==> config.mk <==
export PLATFORM = sky130hd
export DESIGN_NAME = spi_master_xfer_flat
export DESIGN_NICKNAME = d
export VERILOG_FILES = /design/src/rtl/spi_pkg.sv /design/src/rtl/spi_master_xfer_if.sv /design/src/rtl/spi_sclk_gen.sv /design/src/rtl/spi_master_xfer.sv /design/src/flat_wrapper.sv
export SDC_FILE = /design/constraint.sdc
export NUM_CORES = 1
export LEC_CHECK = 0
export CAP_MARGIN = 20
export CORE_ASPECT_RATIO = 0.75
export CORE_MARGIN = 2
export CORE_UTILIZATION = 45
export DETAILED_ROUTE_END_ITERATION = 7
export GPL_TIMING_DRIVEN = 0
export PLACE_DENSITY = 0.7
export SETUP_SLACK_MARGIN = 0.15
export SLEW_MARGIN = 20
export SYNTH_ARGS = -nofsm -noshare
export SYNTH_HDL_FRONTEND = slang
export SYNTH_HIERARCHICAL = 1
export SYNTH_SLANG_ARGS = --single-unit
export TNS_END_PERCENT = 5
==> constraint.sdc <==
create_clock -name clk -period 2.27 [get_ports clk]
set_clock_uncertainty 0.15 [all_clocks]
set_input_delay 0.454 -clock clk [delete_from_list [all_inputs] [get_ports clk]]
set_output_delay 0.454 -clock clk [all_outputs]
set_load 0.05 [all_outputs]
==> src/rtl/spi_pkg.sv <==
// Shared types and helpers for the SPI initiator: FSM encoding, mode codes
// and a ceiling-log2 used to size counters from parameters.
package spi_pkg;

  typedef enum logic [1:0] {
    IDLE  = 2'd0,
    SETUP = 2'd1,
    XFER  = 2'd2,
    HOLD  = 2'd3
  } state_t;

  // SPI mode codes as {CPOL, CPHA}
  localparam logic [1:0] MODE0 = 2'b00;
  localparam logic [1:0] MODE1 = 2'b01;
  localparam logic [1:0] MODE2 = 2'b10;
  localparam logic [1:0] MODE3 = 2'b11;

  // Minimum result is 1 so a counter is never zero bits wide.
  function automatic int clog2(input int value);
    int result;
    result = 0;
    while ((1 << result) < value) result = result + 1;
    if (result == 0) result = 1;
    return result;
  endfunction

endpackage

==> src/rtl/spi_master_xfer_if.sv <==
// Host-side request/response signals plus the SPI pins of the initiator.
interface spi_master_xfer_if #(
  parameter int DATA_WIDTH = 8
);
  // Handshake: i_start is a request that is taken only on an edge where
  // o_busy is low (i_tx_data is captured on that same edge); o_busy then stays
  // high until the cycle in which o_done pulses for exactly one clk, carrying
  // the received word on o_rx_data. Requests made while busy are dropped.
  logic                  i_start;
  logic [DATA_WIDTH-1:0] i_tx_data;
  logic                  o_busy;
  logic                  o_done;
  logic [DATA_WIDTH-1:0] o_rx_data;
  logic                  o_sclk;
  logic                  o_cs_n;
  logic                  o_mosi;
  logic                  i_miso;

  modport master (
    input  i_start, i_tx_data, i_miso,
    output o_busy, o_done, o_rx_data, o_sclk, o_cs_n, o_mosi
  );

  modport slave (
    output i_start, i_tx_data, i_miso,
    input  o_busy, o_done, o_rx_data, o_sclk, o_cs_n, o_mosi
  );
endinterface

==> src/rtl/spi_sclk_gen.sv <==
// SCLK generator: half-period counter, edge counter and the SCLK flop.
// Edge strobes are asserted in the cycle whose closing clk edge toggles SCLK.
module spi_sclk_gen
  import spi_pkg::*;
#(
  parameter logic CPOL                  = 1'b0,
  parameter int   HALF_CLK_PERIOD       = 100,
  parameter int   HALF_CLK_PERIOD_WIDTH = 7,
  parameter int   DATA_WIDTH            = 8
) (
  input  logic clk,
  input  logic rst_n,
  input  logic enable,
  output logic sclk,
  output logic lead_edge,
  output logic trail_edge,
  output logic last_edge
);

  localparam int EDGES = 2 * DATA_WIDTH;
  localparam int EW    = clog2(EDGES);
  localparam int HCW   = HALF_CLK_PERIOD_WIDTH;

  logic [HCW-1:0] half_cnt;
  logic [EW-1:0]  edge_cnt;
  logic           wrap;

  assign wrap       = enable && (half_cnt == HCW'(HALF_CLK_PERIOD - 1));
  // edge_cnt counts toggles already made, so an even count means the next one is odd (leading)
  assign lead_edge  = wrap && !edge_cnt[0];
  assign trail_edge = wrap &&  edge_cnt[0];
  assign last_edge  = wrap && (edge_cnt == EW'(EDGES - 1));

  always_ff @(posedge clk or negedge rst_n) begin
    if (!rst_n) begin
      half_cnt <= '0;
      edge_cnt <= '0;
      sclk     <= CPOL;
    end else if (!enable) begin
      half_cnt <= '0;
      edge_cnt <= '0;
      sclk     <= CPOL;
    end else if (wrap) begin
      half_cnt <= '0;
      sclk     <= ~sclk;
      edge_cnt <= last_edge ? '0 : edge_cnt + 1'b1;
    end else begin
      half_cnt <= half_cnt + 1'b1;
    end
  end

endmodule

==> src/rtl/spi_master_xfer.sv <==
// SPI initiator: one DATA_WIDTH-bit full-duplex MSB-first transfer per accepted
// start, CS framed by setup/hold gaps, any of the four CPOL/CPHA modes.
module spi_master_xfer
  import spi_pkg::*;
#(
  parameter logic CPOL                  = 1'b0,
  parameter logic CPHA                  = 1'b0,
  parameter int   HALF_CLK_PERIOD       = 100,
  parameter int   HALF_CLK_PERIOD_WIDTH = 7,
  parameter int   DATA_WIDTH            = 8,
  parameter int   CS_SETUP              = 4,
  parameter int   CS_HOLD               = 4
) (
  input  logic                clk,
  input  logic                rst_n,
  spi_master_xfer_if.master   bus,
  output state_t              o_state
);

  localparam logic [1:0] SPI_MODE   = {CPOL, CPHA};
  localparam bit         SHIFT_LEAD = (SPI_MODE == MODE1) || (SPI_MODE == MODE3);
  localparam int         PHASE_MAX  = (CS_SETUP > CS_HOLD) ? CS_SETUP : CS_HOLD;
  localparam int         PW         = clog2(PHASE_MAX);

  state_t                state;
  logic [PW-1:0]         phase_cnt;
  logic [DATA_WIDTH-1:0] tx_sh;
  logic [DATA_WIDTH-1:0] rx_sh;
  logic [DATA_WIDTH-1:0] rx_data_q;
  logic                  cs_n_q;
  logic                  mosi_q;
  logic                  busy_q;
  logic                  done_q;
  logic                  sclk;
  logic                  lead_edge;
  logic                  trail_edge;
  logic                  last_edge;
  logic                  shift_now;
  logic                  sample_now;

  spi_sclk_gen #(
    .CPOL                  (CPOL),
    .HALF_CLK_PERIOD       (HALF_CLK_PERIOD),
    .HALF_CLK_PERIOD_WIDTH (HALF_CLK_PERIOD_WIDTH),
    .DATA_WIDTH            (DATA_WIDTH)
  ) u_sclk_gen (
    .clk        (clk),
    .rst_n      (rst_n),
    .enable     (state == XFER),
    .sclk       (sclk),
    .lead_edge  (lead_edge),
    .trail_edge (trail_edge),
    .last_edge  (last_edge)
  );

  // With CPHA=0 the MSB is already on MOSI before the first edge, so the final trailing edge must not shift.
  assign shift_now  = SHIFT_LEAD ? lead_edge  : (trail_edge && !last_edge);
  assign sample_now = SHIFT_LEAD ? trail_edge : lead_edge;

  always_ff @(posedge clk or negedge rst_n) begin
    if (!rst_n) begin
      state     <= IDLE;
      phase_cnt <= '0;
      tx_sh     <= '0;
      rx_sh     <= '0;
      rx_data_q <= '0;
      cs_n_q    <= 1'b1;
      mosi_q    <= 1'b0;
      busy_q    <= 1'b0;
      done_q    <= 1'b0;
    end else begin
      done_q <= 1'b0;
      case (state)
        IDLE: begin
          if (bus.i_start) begin
            tx_sh     <= SHIFT_LEAD ? bus.i_tx_data : {bus.i_tx_data[DATA_WIDTH-2:0], 1'b0};
            mosi_q    <= SHIFT_LEAD ? 1'b0 : bus.i_tx_data[DATA_WIDTH-1];
            cs_n_q    <= 1'b0;
            busy_q    <= 1'b1;
            phase_cnt <= '0;
            state     <= SETUP;
          end
        end
        SETUP: begin
          if (phase_cnt == PW'(CS_SETUP - 1)) begin
            phase_cnt <= '0;
            state     <= XFER;
          end else begin
            phase_cnt <= phase_cnt + 1'b1;
          end
        end
        XFER: begin
          if (shift_now) begin
            mosi_q <= tx_sh[DATA_WIDTH-1];
            tx_sh  <= {tx_sh[DATA_WIDTH-2:0], 1'b0};
          end
          if (sample_now) rx_sh <= {rx_sh[DATA_WIDTH-2:0], bus.i_miso};
          if (last_edge) state <= HOLD;
        end
        HOLD: begin
          if (phase_cnt == PW'(CS_HOLD - 1)) begin
            phase_cnt <= '0;
            cs_n_q    <= 1'b1;
            done_q    <= 1'b1;
            busy_q    <= 1'b0;
            rx_data_q <= rx_sh;
            mosi_q    <= 1'b0;
            state     <= IDLE;
          end else begin
            phase_cnt <= phase_cnt + 1'b1;
          end
        end
        default: state <= IDLE;
      endcase
    end
  end

  assign bus.o_sclk    = sclk;
  assign bus.o_cs_n    = cs_n_q;
  assign bus.o_mosi    = mosi_q;
  assign bus.o_busy    = busy_q;
  assign bus.o_done    = done_q;
  assign bus.o_rx_data = rx_data_q;
  assign o_state       = state;

endmodule

==> src/flat_wrapper.sv <==
// flat-port wrapper written by rule: the top's interface ports become plain ports
module spi_master_xfer_flat import spi_pkg::*;
#(
  parameter logic CPOL                  = 1'b0,
  parameter logic CPHA                  = 1'b0,
  parameter int   HALF_CLK_PERIOD       = 100,
  parameter int   HALF_CLK_PERIOD_WIDTH = 7,
  parameter int   DATA_WIDTH            = 8,
  parameter int   CS_SETUP              = 4,
  parameter int   CS_HOLD               = 4
)
  (clk, rst_n, o_state, bus_i_start, bus_i_tx_data, bus_i_miso, bus_o_busy, bus_o_done, bus_o_rx_data, bus_o_sclk, bus_o_cs_n, bus_o_mosi);
  spi_master_xfer_if #(.DATA_WIDTH(DATA_WIDTH)) bus_i ();
  input  logic clk;
  input  logic rst_n;
  output state_t o_state;
  input wire logic [$bits(bus_i.i_start)-1:0] bus_i_start;
  input wire logic [$bits(bus_i.i_tx_data)-1:0] bus_i_tx_data;
  input wire logic [$bits(bus_i.i_miso)-1:0] bus_i_miso;
  output wire logic [$bits(bus_i.o_busy)-1:0] bus_o_busy;
  output wire logic [$bits(bus_i.o_done)-1:0] bus_o_done;
  output wire logic [$bits(bus_i.o_rx_data)-1:0] bus_o_rx_data;
  output wire logic [$bits(bus_i.o_sclk)-1:0] bus_o_sclk;
  output wire logic [$bits(bus_i.o_cs_n)-1:0] bus_o_cs_n;
  output wire logic [$bits(bus_i.o_mosi)-1:0] bus_o_mosi;
  assign bus_i.i_start = bus_i_start;
  assign bus_i.i_tx_data = bus_i_tx_data;
  assign bus_i.i_miso = bus_i_miso;
  assign bus_o_busy = bus_i.o_busy;
  assign bus_o_done = bus_i.o_done;
  assign bus_o_rx_data = bus_i.o_rx_data;
  assign bus_o_sclk = bus_i.o_sclk;
  assign bus_o_cs_n = bus_i.o_cs_n;
  assign bus_o_mosi = bus_i.o_mosi;
  spi_master_xfer #(.CPOL(CPOL), .CPHA(CPHA), .HALF_CLK_PERIOD(HALF_CLK_PERIOD), .HALF_CLK_PERIOD_WIDTH(HALF_CLK_PERIOD_WIDTH), .DATA_WIDTH(DATA_WIDTH), .CS_SETUP(CS_SETUP), .CS_HOLD(CS_HOLD)) u_core (.clk(clk), .rst_n(rst_n), .bus(bus_i), .o_state(o_state));
endmodule
==> results.md <==
- Fin util: 60.2%
- Power per Cell Area: 516 nW/um^2
- Filler cells: 344
- CTS root buf: clkbuf_8
- Synth Flop Type: dfrtp_1
- First-pass GRT wire length: 7110 um
- Synth Area in XOR/XNOR: 1.24%
- Final Hold Vio Count: 0
- Reg clk slew, reported paths: 0.08 ns
- Cell area after synthesis: 2120 um^2
- Ratio of cells with drive above 1 in the final layout: 31.0%
- Post-synthesis compound-gate area fraction: 9.42%
- Startpoint types: flop
- DR vias/cell: 5.33
- Grt total ovfl: 0
- Logic pwr share: 2.9%
- Starting Density: 47.3%
- Antenna Cells: 0
- Post-route ant nets: 0
- Clock sinks: 43
- Worst endpoint data arrival time: 2.47 ns
- Synth area leaders: dfrtp_1 (49%), mux2_2 (16%), ha_1 (7.1%)
- Longest Clk Path Bufs: 2
- Critical path type: reg -> reg
- Switch Pwr: 280 uW
- Sw frac: 20.1%
- Status: finished, violations left
- F_max: 411 MHz
- Number of different library cells in the post-synthesis netlist: 40
- Sequential share of the synthesized area: 50.7%
- Int Pwr: 1.12 mW
- Slew Limit Fails: 0
- Die Y: 63.5 um
- Sequential fraction of design power: 54.9%
- DP Wirelength: 2940 um
- Fin worst setup slack: -0.165 ns
- CTS tree: built
- Max-Cap Viols: 0
- Routed via count: 1454
- Post-synth top cells: dfrtp_1 (42), mux2_2 (30), ha_1 (12)
- Failing checks: negative setup slack
- Die area: 5290 um^2
- DR WL/cell: 15.5 um
- Yosys reg bits: 43
- Total CTS buffers: 5
- Core region area: 4490 um^2
- Largest family of logic cells by synthesized area: multiplexers
- Tcrit/Tclk final: 107%
- Post-synthesis mux area share: 18.3%
- Vias in the first global route: 1524
- Initial DRC Count: 62
- Adder-cell share of the synthesized area: 7.07%
- RSZ-0062 raised after global routing: yes
- Setup-failing EPs final: 10
- Initial antenna violation count: 0
- Gate Count Post-Synth: 173
- Mean Syn Cell Area: 12.3 um^2
- Clock power share: 42.2%
- Post-synth EDFFs: 0
- Post-Syn Nets: 197
- CP Capture Type: flop
- GPL Wtd Cong: 0.760
- Final WL: 4220 um
- Leak: 1.26 nW
- Setup TNS: -0.863 ns
- First-pass detailed-route iteration total: 4
- Asr flop ratio synth: 100%
- Simple-Gate Fraction of Synth Area: 11.6%
- Drt drc: 0
- Rows: 21
- Worst EP required: 2.31 ns
- Crit-path max FO: 3
- Slew @ Worst Pin: 0.548 ns
- GRT Overall Usage: 16.8%
- VDD IR-drop max: 352 uV
- # port buffers: 26
- Most common cell in the netlist: dfrtp_1
- Slew HR: 63.4%
- Hold Path Class: reg -> reg
- H-tree levels: 2
- Leading area contributor after synthesis: dfrtp_1
- Top-area cell type share of the netlist area: 49.5%
- Yosys Warn Count: 6
- Chip width: 83.3 um
- Final min period: 2.43 ns
- Layout Nets: 239
- Clk Latency, worst-skew pair: 0.29 ns
- IO Pins: 27
- Largest net degree at the start of global routing: 32
- Layout area overhead: 27.4%
path summary, 6_finish.rpt:
path,startpoint,to,slack (ns),cells after the start
max,u_core/u_sclk_gen/half_cnt[3],u_core/bus.o_mosi,-0.16,7
max reg2reg,u_core/u_sclk_gen/half_cnt[3],u_core/bus.o_mosi,-0.16,7
max in group asynchronous,rst_n,u_core/bus.o_cs_n,1.02,3
min in group asynchronous,rst_n,u_core/bus.o_rx_data[1],0.43,2
min reg2reg,u_core/u_sclk_gen/half_cnt[0],u_core/u_sclk_gen/half_cnt[0],0.34,1
min,u_core/u_sclk_gen/half_cnt[0],u_core/u_sclk_gen/half_cnt[0],0.34,1
cells in the final DEF, fill, tap and decap left out, drive strengths merged, types with 4 or more instances in the layout:
| cell | count |
|---|---|
| a21oi | 10 |
| buf | 10 |
| clkbuf | 7 |
| clkdlybuf4s50 | 20 |
| dfrtp | 42 |
| ha | 12 |
| inv | 7 |
| mux2 | 31 |
| mux2i | 4 |
| nand2 | 6 |
| nand3 | 6 |
| nor2 | 11 |
| o21ai | 8 |
flip-flops by register name, summed over array words and instances (netlist names):
register and cells:
u_core/bus.o_rx_data 8, u_core/rx_sh 8, u_core/tx_sh 7, u_core/u_sclk_gen/half_cnt 7, u_core/u_sclk_gen/edge_cnt 4, u_core/o_state 2
u_core/phase_cnt 2, u_core/bus.o_busy 1, u_core/bus.o_cs_n 1, u_core/bus.o_done 1, u_core/bus.o_mosi 1, u_core/u_sclk_gen/sclk 1
power by group through the flow:
stage / logic [mW] / registers [mW] / clock network, mW
2_1_floorplan: 0.00212 / 0.782 / 0
3_3_place_gp: 0.0365 / 0.782 / 0
3_5_place_dp: 0.0408 / 0.782 / 0
4_1_cts: 0.0423 / 0.767 / 0.601
5_1_grt: 0.0460 / 0.767 / 0.635
6_report: 0.0407 / 0.767 / 0.589
worst max-delay path, stage by stage, from the launching register on:
cell and delay (ns):
dfrtp_1 0.38, or4b_4 0.54, buf_8 0.14, nor2_4 0.12, and3_4 0.21, nand2b_4 0.07, a2111oi_4 0.38, mux2_4 0.33
cell families after synthesis:
family,Yosys count
xor gates and xnor gates,3
muxes,35
AOI/OAI and AO/OA,26
DFF,43
buffers and inverters,9
adders and majority gates,12
and+or+nand+nor,45
stage by stage:
step	worst slack (ns)	instances	power, mW	area (um^2)	hold slack [ns]
finish	-0.165	273	1.40	2710	0.337
global route	-0.216	273	1.45	2710	0.360
CTS	-0.173	270	1.41	2660	0.337
detailed placement	-0.224	257	0.823	2500	0.206
global placement	-0.578	256	0.819	2480	0.323
floorplan	-0.0801	173	0.784	2150	0.00841
what timing repair did:
action / CTS / global route
pin swaps: 2 / 6
setup buffers: 4 / 3
hold buffers: 1 / 0
hold endpoints to repair: 12 / 0
gates resized for setup: 7 / 8
endpoints found under the setup margin: 21 / 21
per-layer routing:
layer  share of wire (%)  track usage [%]  vias up
met3                 3.7             4.19        5
met5                   0                0        -
met4                 1.2             6.56        0
li1                    -                -      706
met1                  44             20.7      724
met2                  51             28.6       19
final cells by class:
type,instances,area (um^2),share of cell area [%]
clock buffer,6,72.6,2.68
buffer,2,18.8,0.693
multi-input combinational,121,1060,39.2
tap,57,71.3,2.64
inverter,7,26.3,0.971
clock inverter,2,37.5,1.39
timing repair buffer,35,339,12.5
sequential,43,1080,39.9
Power figures use the tool's default switching activity.
